==> src/rtl/gf180mcu_fd_sc_mcu9t5v0__aoi21_bist_pkg.sv <==
// Shared types and the golden AOI21 function for the aoi21 BIST sequencer
// and any bench that needs the reference response.
package gf180mcu_fd_sc_mcu9t5v0__aoi21_bist_pkg;

    localparam int VEC_W = 3;

    typedef enum logic [1:0] {
        ST_IDLE,
        ST_WAIT,
        ST_SAMPLE,
        ST_DONE
    } state_t;

    // v = {A1, A2, B}
    function automatic logic aoi21_exp(input logic [VEC_W-1:0] v);
        return ~((v[2] & v[1]) | v[0]);
    endfunction

endpackage

==> src/rtl/gf180mcu_fd_sc_mcu9t5v0__aoi21_bist_golden.sv <==
// Combinational golden AOI21 model: ZN_exp = ~((A1 & A2) | B).
module gf180mcu_fd_sc_mcu9t5v0__aoi21_bist_golden
    import gf180mcu_fd_sc_mcu9t5v0__aoi21_bist_pkg::*;
(
    input  logic A1,
    input  logic A2,
    input  logic B,
    output logic ZN_exp
);

    assign ZN_exp = aoi21_exp({A1, A2, B});

endmodule

==> src/rtl/gf180mcu_fd_sc_mcu9t5v0__aoi21_bist.sv <==
// Exhaustive-sweep BIST sequencer for an aoi21 cell: drives A1/A2/B, waits
// SETTLE cycles, samples ZN against the golden function and logs mismatches.
module gf180mcu_fd_sc_mcu9t5v0__aoi21_bist
    import gf180mcu_fd_sc_mcu9t5v0__aoi21_bist_pkg::*;
#(
    parameter int SETTLE = 1,
    parameter int PASSES = 1,
    parameter int ERRW   = 4
) (
    input  logic            CLK,
    input  logic            RN,
    input  logic            START,
    output logic            A1,
    output logic            A2,
    output logic            B,
    input  logic            ZN,
    output logic            BUSY,
    output logic            DONE,
    output logic            PASS,
    output logic [ERRW-1:0] ERR_CNT,
    output logic            FAIL_VLD,
    output logic [2:0]      FAIL_VEC
);

    localparam logic [3:0]      SETTLE_L  = 4'(SETTLE);
    localparam logic [7:0]      LAST_PASS = 8'(PASSES - 1);
    localparam logic [ERRW-1:0] ERR_MAX   = {ERRW{1'b1}};
    // With no settle time each new vector goes straight to its sample cycle.
    localparam state_t          FIRST_ST  = (SETTLE == 0) ? ST_SAMPLE : ST_WAIT;

    state_t            state_q, state_d;
    logic [3:0]        set_cnt_q, set_cnt_d;
    logic [VEC_W-1:0]  vec_q, vec_d;
    logic [7:0]        pass_q, pass_d;
    logic [ERRW-1:0]   err_q, err_d;
    logic              fail_vld_q, fail_vld_d;
    logic [VEC_W-1:0]  fail_vec_q, fail_vec_d;
    logic              busy_q, busy_d;
    logic              done_q, done_d;
    logic              zn_exp;

    gf180mcu_fd_sc_mcu9t5v0__aoi21_bist_golden u_golden (
        .A1     (vec_q[2]),
        .A2     (vec_q[1]),
        .B      (vec_q[0]),
        .ZN_exp (zn_exp)
    );

    always_comb begin
        state_d    = state_q;
        set_cnt_d  = set_cnt_q;
        vec_d      = vec_q;
        pass_d     = pass_q;
        err_d      = err_q;
        fail_vld_d = fail_vld_q;
        fail_vec_d = fail_vec_q;
        case (state_q)
            ST_IDLE, ST_DONE: begin
                if (START) begin
                    state_d    = FIRST_ST;
                    set_cnt_d  = 4'd0;
                    vec_d      = '0;
                    pass_d     = 8'd0;
                    err_d      = '0;
                    fail_vld_d = 1'b0;
                    fail_vec_d = '0;
                end
            end
            ST_WAIT: begin
                if (set_cnt_q == SETTLE_L - 4'd1) begin
                    state_d   = ST_SAMPLE;
                    set_cnt_d = 4'd0;
                end else begin
                    set_cnt_d = set_cnt_q + 4'd1;
                end
            end
            ST_SAMPLE: begin
                if (ZN != zn_exp) begin
                    if (err_q != ERR_MAX) err_d = err_q + ERRW'(1);
                    if (!fail_vld_q) begin
                        fail_vld_d = 1'b1;
                        fail_vec_d = vec_q;
                    end
                end
                if (vec_q == 3'd7 && pass_q == LAST_PASS) begin
                    state_d = ST_DONE;
                end else begin
                    vec_d     = vec_q + 3'd1;
                    set_cnt_d = 4'd0;
                    state_d   = FIRST_ST;
                    if (vec_q == 3'd7) pass_d = pass_q + 8'd1;
                end
            end
            default: state_d = ST_IDLE;
        endcase
        busy_d = (state_d == ST_WAIT) || (state_d == ST_SAMPLE);
        done_d = (state_d == ST_DONE);
    end

    always_ff @(posedge CLK) begin
        if (!RN) begin
            state_q    <= ST_IDLE;
            set_cnt_q  <= 4'd0;
            vec_q      <= '0;
            pass_q     <= 8'd0;
            err_q      <= '0;
            fail_vld_q <= 1'b0;
            fail_vec_q <= '0;
            busy_q     <= 1'b0;
            done_q     <= 1'b0;
        end else begin
            state_q    <= state_d;
            set_cnt_q  <= set_cnt_d;
            vec_q      <= vec_d;
            pass_q     <= pass_d;
            err_q      <= err_d;
            fail_vld_q <= fail_vld_d;
            fail_vec_q <= fail_vec_d;
            busy_q     <= busy_d;
            done_q     <= done_d;
        end
    end

    assign {A1, A2, B} = vec_q;
    assign BUSY        = busy_q;
    assign DONE        = done_q;
    assign PASS        = done_q && (err_q == '0);
    assign ERR_CNT     = err_q;
    assign FAIL_VLD    = fail_vld_q;
    assign FAIL_VEC    = fail_vec_q;

endmodule

==> config.mk <==
export PLATFORM = sky130hd
export DESIGN_NAME = gf180mcu_fd_sc_mcu9t5v0__aoi21_bist
export DESIGN_NICKNAME = d
export VERILOG_FILES = /design/src/rtl/gf180mcu_fd_sc_mcu9t5v0__aoi21_bist_pkg.sv /design/src/rtl/gf180mcu_fd_sc_mcu9t5v0__aoi21_bist_golden.sv /design/src/rtl/gf180mcu_fd_sc_mcu9t5v0__aoi21_bist.sv
export SDC_FILE = /design/constraint.sdc
export NUM_CORES = 1
export LEC_CHECK = 0
export BUFFER_PORTS_ARGS = -buffer_cell sky130_fd_sc_hd__buf_2
export CORE_ASPECT_RATIO = 1.1
export CORE_MARGIN = 8
export CORE_UTILIZATION = 35
export DETAILED_ROUTE_END_ITERATION = 6
export HOLD_SLACK_MARGIN = 0.06
export PLACE_DENSITY = 0.5
export RECOVER_POWER = 100
export SETUP_SLACK_MARGIN = 0.05
export SLEW_MARGIN = 20
export SYNTH_ARGS = -nofsm -noshare
export SYNTH_HDL_FRONTEND = slang
export SYNTH_SLANG_ARGS = --single-unit
==> constraint.sdc <==
create_clock -name CLK -period 2.5 [get_ports CLK]
set_input_delay 0.25 -clock CLK [delete_from_list [all_inputs] [get_ports CLK]]
set_output_delay 0.25 -clock CLK [all_outputs]
set_load 0.02 [all_outputs]
==> results.md <==
* Result of the run: finished, final reports clean
* Mapped Area at 1520 um2
* # clock sinks at 27
* Worst setup EP type: flop
* Core area at 4220 um2
* Clock share of power at 18.8%
* RSZ-0062 raised after global routing: false
* Final wirelength at 3690 um
* Post-Synth Simple-Gate Area at 24.3%
* Vias in the first global route at 1,319
* Slew @ Worst Pin at 0.589 ns
* Postcts setup bufs at 0
* Critical path class: reg -> reg
* Vias at 1,358
* PwrDens at 812 nW/um2
* Post-synth ARST share at 0%
* Adder-cell share of the synthesized area at 9.08%
* Library cells used by synthesis at 45
* CTS Root Cell: clkbuf_8
* Synth Net Count at 193
* R2r setup slk at 0.26 ns
* Mean Syn Cell Area at 8.52 um2
* Initial Utilization at 35.9%
* Post-CTS Resized at 0
* # H-tree levels at 1
* N_diodes at 0
* Lkg Pwr at 0.603 nW
* Reg clk slew, reported paths at 0.09 ns
* Fill cells at 457
* Placed insts at 245
* Comb power frac at 44.1%
* Worst-Skew Late Latency at 0.27 ns
* EDFF count, synth at 0
* GP Congestion at 0.817
* Worst-path fanout max at 14
* Fin crit period at 2.24 ns
* Die Height at 85.0 um
* IO Count at 18
* Slew Limit Fails at 0
* Synth Flop Type: dfxtp_1
* CTS tree: yes
* Total Neg Setup Slack at 0 ns
* F_max at 0.447 GHz
* GRT overflow at 0
* Die Span X at 78.8 um
* Clock Skew at 0.00195 ns
* Complex-gate fraction of the synthesized area at 21.6%
* Startpoint Class: flop
* IO buf count at 17
* Total power at 1.35 mW
* ANT nets after route at 0
* Area delta synth->final at 9.49%
* Final hold vios at 0
* DR DRC count at 0
* Antenna violations before repair at 0
* Mux cell area share after synthesis at 3.63%
* FP Rows at 25
* Synth warn at 0
* MaxCap Viol Count at 0
* Routed length per instance at 14.8 um
* Total iterations of the first detailed-routing run at 4
* NumNets Final at 211
* Share of cells above drive strength 1 at 8.72%
* First-pass GRT wire length at 6000 um
* Worst IR Drop VDD at 0.000198 V
* Initial DRC Count at 94
* Int Power at 801 uW
* Fin cells at 249
* Cell count after synthesis at 178
* Vias/cell at 5.45
* CP Data Arrival Time at 2.41 ns
* Hold_buf cts at 0
* Psw at 548 uW
* Worst hold-check path type: in -> reg
* Final setup viols at 0
* Synth Register Bits at 27
* Die area at 6700 um2
* Synth Area in XOR/XNOR at 0.578%
* Final instance area at 1660 um2
* Placed Instance Area at 1650 um2
* Switch share at 40.6%
* Cts bufs inserted at 3
* Main combinational cell family by area after synthesis: simple AND/OR/NAND/NOR gates
* CTS Buffer Depth at 2
* WP data required at 2.68 ns
* All-Layer GR Usage at 10.9%
* Largest net degree at the start of global routing at 28
* Rel. slew slack at 60.6%
* Sequential area share after synthesis at 35.6%
* Final core utilization at 39.3%
* Final HPWL DP at 2710 um
* Power share of the sequential group at 37.1%
* Final worst-path cycle share at 89.4%
-- metal layers --
layer  GRT usage, %  vias up  share of wire (%)
met3           2.11        5                4.2
met1           12.0      648                 44
met5              0        -                  0
met4           4.05        0                1.2
li1               -      683                  -
met2           19.8       22                 51
-- placed cells by master (no fill, tap or decap), types with 3 or more instances in the layout --
master	netlist	layout
dfxtp_1	27	27
nand2_1	25	25
clkbuf_1	3	15
a21oi_1	14	14
o21ai_0	11	11
ha_1	11	11
inv_1	9	10
nand3_1	7	7
nor2_1	5	5
nand4_1	5	5
o22ai_1	5	5
and2_0	0	4
mux2i_1	4	4
and3_1	3	3
a31oi_1	3	3
o221a_2	3	3
or4_1	3	3
clkbuf_8	0	3
buf_2	2	3
-- critical path, cell delays in order, from the launching register on --
cell     delay (ns)
dfxtp_1        0.35
ha_1           0.21
ha_1           0.23
and2_0         0.20
and3_1         0.31
o31a_2         0.40
ha_1           0.29
and2_1         0.15
-- power groups by stage --
stage               clock network, mW  logic, mW  registers [mW]
finish                          0.254      0.594           0.500
global route                    0.275      0.666           0.505
CTS                             0.262      0.643           0.499
detailed placement                  0      0.639           0.508
global placement                    0      0.631           0.506
floorplan                           0      0.471           0.533
-- final timing paths --
check,startpoint,to,depth (start not counted)
worst max-delay path,vec_q[1]$_SDFFE_PN0P_,BUSY$_SDFF_PN0_,7
worst min-delay path,RN,pass_q[1]$_SDFFE_PN0P_,3
worst max register to register,vec_q[1]$_SDFFE_PN0P_,BUSY$_SDFF_PN0_,7
worst min register to register,FAIL_VEC[2]$_SDFFE_PN0P_,FAIL_VEC[2]$_SDFFE_PN0P_,2
-- cell usage after synthesis, types with 2 or more instances --
cell type,n,area share (%)
buf_2,2,0.66
nand3_1,7,2.3
or2_2,2,0.82
nand2b_1,2,0.82
dfxtp_1,27,36
o22ai_1,5,2.1
or4_1,3,1.5
nor3_1,2,0.66
a21oi_1,14,4.6
inv_1,9,2.2
and2_1,6,2.5
mux2i_1,4,2.6
nor2_1,5,1.2
o21ai_0,11,3.6
ha_1,11,9.1
o221a_2,3,2.2
o311ai_0,2,1.2
a31oi_1,3,1.2
nand3b_1,2,0.99
and3_1,3,1.2
nand2_1,25,6.2
clkbuf_1,3,0.74
nand4_1,5,2.1
-- metrics by stage --
| stage | hold WS (ns) | setup slack (ns) |
|---|---|---|
| floorplan | 0.436 | 0.465 |
| global placement | 0.457 | 0.341 |
| detailed placement | 0.461 | 0.301 |
| CTS | 0.374 | 0.290 |
| global route | 0.396 | 0.136 |
| finish | 0.378 | 0.264 |
-- logic make-up after synthesis --
| kind of cell | Yosys count |
|---|---|
| fa+ha+maj | 11 |
| mux | 5 |
| xor+xnor | 1 |
| compound gates | 49 |
| simple gates | 68 |
| buf+inv | 17 |
| flops | 27 |
-- area by class of cell --
| type | count | area (um2) | share of cell area, % |
|---|---|---|---|
| inverters | 11 | 41.3 | 2.49 |
| flip-flops and latches | 27 | 541 | 32.6 |
| clock buffers | 4 | 45.0 | 2.71 |
| multi-input cells | 134 | 886 | 53.4 |
| repair buffers | 19 | 80.1 | 4.82 |
| well taps | 54 | 67.6 | 4.07 |
-- registers in the layout, indices dropped and copies added (netlist names) --
signal / flops
FAIL_VEC: 3
BUSY: 1
pass_q: 8
DONE: 1
state_q: 2
set_cnt_q: 4
vec_q: 3
FAIL_VLD: 1
ERR_CNT: 4
Power figures use the tool's default switching activity.
